## config.mk

```make
export PLATFORM = sky130hd
export DESIGN_NAME = bmu_wb_buffer
export DESIGN_NICKNAME = d
export VERILOG_FILES = /design/src/rtl/bmu_wb_buffer.sv
export SDC_FILE = /design/constraint.sdc
export NUM_CORES = 1
export LEC_CHECK = 0
export ABC_AREA = 1
export CAP_MARGIN = 15
export CORE_MARGIN = 2
export CORE_UTILIZATION = 40
export CTS_BUF_LIST = sky130_fd_sc_hd__clkbuf_4 sky130_fd_sc_hd__clkbuf_8
export CTS_CLUSTER_DIAMETER = 100
export DETAILED_ROUTE_END_ITERATION = 6
export GPL_TIMING_DRIVEN = 0
export PLACE_DENSITY = 0.74
export SYNTH_ARGS = -nofsm -noshare
export SYNTH_HDL_FRONTEND = slang
export SYNTH_SLANG_ARGS = --single-unit
```

## constraint.sdc

```tcl
create_clock -name clk -period 9 [get_ports clk]
set_clock_uncertainty 0.2 [all_clocks]
set_input_delay 1.8 -clock clk [delete_from_list [all_inputs] [get_ports clk]]
set_output_delay 1.8 -clock clk [all_outputs]
set_load 0.02 [all_outputs]
```

## src/rtl/bmu_wb_buffer.sv

```systemverilog
// bmu_wb_buffer
//   Writeback stage behind the BMU. Each issued op's destination tag travels
//   through a LAT-deep shift pipe next to the BMU. When the tag leaves the
//   last stage, it is paired with the BMU's registered result and error flag.
//   The resulting entry is queued in a DEPTH-entry FIFO. The FIFO drains over
//   a valid/ready handshake.
//
//   Optional feature: define BMU_WB_ERRCNT_EN to build a saturating counter of
//   captured error results. When it is not defined, errCount is tied to zero.
//
// Ports
//   clk, rstL        clock; asynchronous active-low reset
//   flush            drop all queued and in-flight results (synchronous)
//   validIn, tagIn   op issued to the BMU this cycle, and its destination tag
//   resultFf, error  BMU registered result and error flag (valid when cap=1)
//   stallOut         issue side must not assert validIn next cycle
//   wbValid/wbReady  writeback handshake for the FIFO head
//   wbData/wbTag/wbError  head entry fields (0 when the FIFO is empty)
//   overflow         sticky: a result was dropped because the FIFO was full
//   errCount         count of captured error results
module bmu_wb_buffer #(
   parameter int LAT   = 1,
   parameter int DEPTH = 4,
   parameter int TAG_W = 5
) (
   input  logic             clk,
   input  logic             rstL,
   input  logic             flush,
   input  logic             validIn,
   input  logic [TAG_W-1:0] tagIn,
   input  logic [31:0]      resultFf,
   input  logic             error,
   output logic             stallOut,
   output logic             wbValid,
   input  logic             wbReady,
   output logic [31:0]      wbData,
   output logic [TAG_W-1:0] wbTag,
   output logic             wbError,
   output logic             overflow,
   output logic [15:0]      errCount
);

   localparam int            AW       = $clog2(DEPTH);
   localparam logic [AW:0]   FULL_CNT = (AW+1)'(DEPTH);

   typedef struct packed {
      logic [31:0]      data;
      logic             err;
      logic [TAG_W-1:0] tag;
   } entry_t;

   // tag pipe: stage i holds the op issued i cycles ago
   logic [LAT:1]            vld_pipe;
   logic [LAT:1][TAG_W-1:0] tag_pipe;
   logic                    cap;

   entry_t      mem [DEPTH];
   entry_t      head;
   logic [AW-1:0] wr_ptr, rd_ptr;
   logic [AW:0]   count;
   logic          full, push, pop, drop;
   logic [31:0]   in_flight;

   assign cap = vld_pipe[LAT];

   // flush has priority: no push, pop or drop happens in a flush cycle
   assign wbValid = (count != '0);
   assign full    = (count == FULL_CNT);
   assign pop     = wbValid & wbReady & ~flush;
   // a pop in the same cycle frees the slot, so a full FIFO still accepts the push
   assign push    = cap & ~flush & (~full | pop);
   assign drop    = cap & ~flush & full & ~pop;

   always_comb begin
      in_flight = '0;
      for (int i = 1; i <= LAT; i++)
         in_flight = in_flight + 32'(vld_pipe[i]);
   end

   // credit check: queued + in flight + the op being issued now must fit
   assign stallOut = (32'(count) + in_flight + 32'(validIn)) >= 32'(DEPTH);

   // unwritten slots are never visible because the head is masked when empty
   assign head    = mem[rd_ptr];
   assign wbData  = wbValid ? head.data : '0;
   assign wbTag   = wbValid ? head.tag  : '0;
   assign wbError = wbValid ? head.err  : 1'b0;

   always_ff @(posedge clk) begin
      if (push)
         mem[wr_ptr] <= {resultFf, error, tag_pipe[LAT]};
   end

   always_ff @(posedge clk or negedge rstL) begin
      if (!rstL) begin
         vld_pipe <= '0;
         tag_pipe <= '0;
         wr_ptr   <= '0;
         rd_ptr   <= '0;
         count    <= '0;
         overflow <= 1'b0;
      end else begin
         vld_pipe[1] <= validIn & ~flush;
         tag_pipe[1] <= tagIn;
         for (int i = 2; i <= LAT; i++) begin
            vld_pipe[i] <= vld_pipe[i-1] & ~flush;
            tag_pipe[i] <= tag_pipe[i-1];
         end
         if (flush) begin
            wr_ptr   <= '0;
            rd_ptr   <= '0;
            count    <= '0;
            overflow <= 1'b0;
         end else begin
            if (push) wr_ptr <= wr_ptr + AW'(1);
            if (pop)  rd_ptr <= rd_ptr + AW'(1);
            if (push && !pop)      count <= count + (AW+1)'(1);
            else if (pop && !push) count <= count - (AW+1)'(1);
            if (drop) overflow <= 1'b1;
         end
      end
   end

`ifdef BMU_WB_ERRCNT_EN
   logic [15:0] err_cnt;

   // saturating; survives flush, cleared only by reset
   always_ff @(posedge clk or negedge rstL) begin
      if (!rstL)
         err_cnt <= '0;
      else if (push && error && err_cnt != 16'hFFFF)
         err_cnt <= err_cnt + 16'd1;
   end

   assign errCount = err_cnt;
`else
   assign errCount = 16'h0000;
`endif

endmodule
```

==> results.json, run 1 <==
{
  "run_status": "complete, no violations",
  "die_w_um": 134,
  "max_slew_margin_pct": 52.8,
  "port-buffer-count": 83,
  "vias_per_cell": 4.99,
  "worstSkewPairLatency_ns": 0.45,
  "fraction_of_final_layout_cells_with_drive_strength_greater_than_1_pct": 13.2,
  "ff_latch_area_mm2": 0.00491,
  "ctsHoldBuffers": 0,
  "rows": 47,
  "clock_path_buffers": 2,
  "worst_setup_hold_path_clk_slew_ns": 0.08,
  "power.share.clock_pct": 24.5,
  "first_global_vias": 4434,
  "synth_enable_flop_cells": 152,
  "design.core.area_mm2": 0.0165,
  "pwr_density_cell_mw_per_mm2": 285,
  "cell_breakdown_of_the_critical_path": "clkdlybuf4s50_1 > ha_1 > a21oi_1 > o21ai_0 > clkdlybuf4s50_1",
  "r2r.worst_path.cells": 5,
  "routedWlPerCell_um": 16.9,
  "fillerInstances": 1392,
  "detailedRoute.firstPassIterationCount": 5,
  "globalplace.congestion": 0.815,
  "fin_area_mm2": 0.00849,
  "number_of_antenna_violations_at_the_first_check_in_global_routing": 0,
  "grt_setup_unrepaired": "false",
  "cts.repair.resized": 0,
  "timing.final.max_slew_violations": 0,
  "final.period_utilization_pct": 59.6,
  "p_seq_share_pct": 36.4,
  "netlist.top_cell.by_area": "sky130_fd_sc_hd__edfxtp_1",
  "antenna-diode-count": 0,
  "capturing_element_type_of_the_critical_path": "output port",
  "pre_cts_slack_ns": 3.65,
  "detail_route.wirelength_um": 15200,
  "cp_slowest_stage_delay_ns": 0.63,
  "cts_root_buffer": "sky130_fd_sc_hd__clkbuf_8",
  "initial_core_util_pct": 40.9,
  "cp_data_arrival_time_ns": 3.37,
  "max-cap-violations": 0,
  "internal_uw": 1590,
  "final_report_hold_violation_count": 0,
  "placement.cell_area_mm2": 0.00803,
  "vias": 4501,
  "min_delay_worst_type": "register to register",
  "leak_pwr_uw": 0.00304,
  "hold-path-cell-count": 0,
  "tritoncts": "done",
  "clkSinkCount": 166,
  "post_synth_instance_area_mm2": 0.00675,
  "worst_slew_pin_slew_ns": 0.706,
  "nNetsFinal": 718,
  "ys_ff_latch": 166,
  "yosys.cell_types.count": 26,
  "grt_first_pass_wirelength_um": 23700,
  "synth_most_common_cell": "sky130_fd_sc_hd__nor2_1",
  "dr.first_iter.drc_count": 390,
  "yosys_warning_count": 0,
  "async_flop_share_pct": 8.43,
  "antenna_left": 0,
  "max-vdd-ir-drop_mv": 0.188,
  "drc_errors": 0,
  "crit_top_cell": "sky130_fd_sc_hd__clkdlybuf4s50_1",
  "switching_share_pct": 34.4,
  "power.switching_uw": 832,
  "critical_path.slowest_cell": "sky130_fd_sc_hd__clkdlybuf4s50_1",
  "flow.area_growth_from_synthesis_pct": 25.8,
  "multi_input_combinational_cell_area_mm2": 0.00155,
  "fmax_mhz": 186,
  "post_synth_inst_count": 548,
  "timing.critical_path.required_ns": 7.00,
  "postSynthAreaPerCell_um2": 12.3,
  "die_area_mm2": 0.0179,
  "path_max_fanout": 2,
  "fp.dieH_um": 134,
  "critPathKind": "input port to output port",
  "setup_ws_ns": 3.63,
  "tritoncts.num_buffers": 17,
  "grt.total_usage_pct": 17.5,
  "grt_start_max_net_pins": 27,
  "io_pins": 100,
  "post-cts-setup-buffers": 0,
  "final-setup-viol-count": 0,
  "synthTopCellsByCount": "sky130_fd_sc_hd__nor2_1 (160), sky130_fd_sc_hd__edfxtp_1 (152), sky130_fd_sc_hd__o21ai_0 (62)",
  "cell_types_occupying_the_most_area_after_synthesis": "sky130_fd_sc_hd__edfxtp_1 (68%), sky130_fd_sc_hd__nor2_1 (8.9%), sky130_fd_sc_hd__dfrtp_1 (5.2%)",
  "grt-ovfl-total": 0,
  "hpwl_um": 9740,
  "p_comb_share_pct": 39.1,
  "timing.setup.tns_ns": 0,
  "period_minus_slack_ns": 5.37,
  "yosysSeqAreaShare_pct": 72.8,
  "synth_top_cell_area_share_pct": 67.6,
  "cts_max_level": 4,
  "ys.flop_type": "sky130_fd_sc_hd__edfxtp_1",
  "critical_path.startpoint_type": "input port"
}
-- layout by cell type, fill, tap and decap left out, types with 4 or more instances in the layout --
master                            instances
sky130_fd_sc_hd__clkdlybuf4s50_1         83
sky130_fd_sc_hd__clkbuf_1                 8
sky130_fd_sc_hd__nand2_2                  4
sky130_fd_sc_hd__buf_4                   18
sky130_fd_sc_hd__nor2_1                 156
sky130_fd_sc_hd__ha_1                     5
sky130_fd_sc_hd__o21ai_0                 62
sky130_fd_sc_hd__inv_2                    4
sky130_fd_sc_hd__nand3_1                  7
sky130_fd_sc_hd__o21ai_1                 18
sky130_fd_sc_hd__edfxtp_1               152
sky130_fd_sc_hd__a21oi_1                 41
sky130_fd_sc_hd__bufinv_16                4
sky130_fd_sc_hd__buf_6                    6
sky130_fd_sc_hd__dfrtp_1                 14
sky130_fd_sc_hd__conb_1                  16
sky130_fd_sc_hd__buf_2                   12
sky130_fd_sc_hd__nand2_1                 10
sky130_fd_sc_hd__inv_1                   16
sky130_fd_sc_hd__clkbuf_8                22
sky130_fd_sc_hd__nor2_4                   4
-- path summary, 6_finish.rpt --
check,start,slack [ns],end
worst max register to register,cap,6.75,mem[0][20]
min in group asynchronous,rstL,1.55,count[0]
worst min register to register,tag_pipe[2],0.31,mem[2][2]
max in group asynchronous,rstL,6.63,tag_pipe[1]
worst max-delay path,validIn,3.63,stallOut
worst min-delay path,tag_pipe[2],0.31,mem[2][2]
-- registers in the layout (all words and copies together), names as in the netlist --
signal,cells
cap,1
mem,152
overflow,1
count,3
wr_ptr,2
tag_pipe,5
rd_ptr,2
-- area by class of cell --
| class | count | area share (%) |
|---|---|---|
| plain buffers | 45 | 3.49 |
| clock buffers | 24 | 3.74 |
| clock inverters | 8 | 1.67 |
| inverters | 20 | 0.884 |
| multi-input cells | 332 | 18.3 |
| flip-flops and latches | 166 | 57.9 |
| well taps | 220 | 3.24 |
| repair buffers | 87 | 10.8 |
-- cells by family (layout without fill, tap and decap cells) --
| logic type | after synthesis | count (layout) | synth area share, % |
|---|---|---|---|
| DFF | 166 | 166 | 72.8 |
| other | 1 | 16 | 0.0555 |
| AOI/OAI and AO/OA | 122 | 122 | 9.10 |
| xor gates and xnor gates | 1 | 1 | 0.130 |
| adders and majority gates | 6 | 6 | 1.22 |
| and+or+nand+nor | 187 | 187 | 11.2 |
| buffers and inverters | 65 | 184 | 5.50 |
-- per-stage QoR --
step / power (uW) / std cells / hold slack, ns / utilization, %
2_1_floorplan: 1420 / 563 / 0.255 / -
3_3_place_gp: 1830 / 866 / 0.268 / 47.9
3_5_place_dp: 1850 / 870 / 0.290 / 48.6
4_1_cts: 2440 / 902 / 0.305 / 51.4
5_1_grt: 2540 / 902 / 0.334 / 51.4
6_report: 2420 / 902 / 0.309 / 51.4
-- worst max-delay path, delay by kind of cell --
kind	cells	cell delay, ns
AOI/OAI and AO/OA	2	0.22
buffers and inverters	2	1.06
adders and majority gates	1	0.29
-- power groups by stage --
| stage | Combinational, uW | Clock, uW | Sequential, uW |
|---|---|---|---|
| 3_3_place_gp | 929 | 0 | 899 |
| 6_report | 946 | 592 | 882 |
| 3_5_place_dp | 951 | 0 | 899 |
| 4_1_cts | 956 | 604 | 882 |
| 5_1_grt | 1020 | 636 | 885 |
| 2_1_floorplan | 526 | 0 | 896 |
-- routing by layer --
layer	track usage [%]	wire length, um	up-vias
met5	0	0	-
met4	6.21	221	0
met3	4.76	1070	19
met2	30.1	7730	161
met1	21.3	6220	2209
li1	-	-	2112
(Power assumes the default switching activity.)
==> run 2: changes to the inputs <==
clock period = 5.2 ns   (was 9 ns; I/O delays follow)
==> results of run 2 <==
Same layout as run 1 (identical final DEF). Status: complete, no violations.
Among the figures that moved: setup slack after placement 3.65 ns -> 1.37 ns; setup slack after layout 3.63 ns -> 1.35 ns; register-to-register setup slack 6.75 ns -> 2.95 ns; total power 2420 uW -> 4190 uW; worst IR drop on VDD 0.188 mV -> 0.326 mV
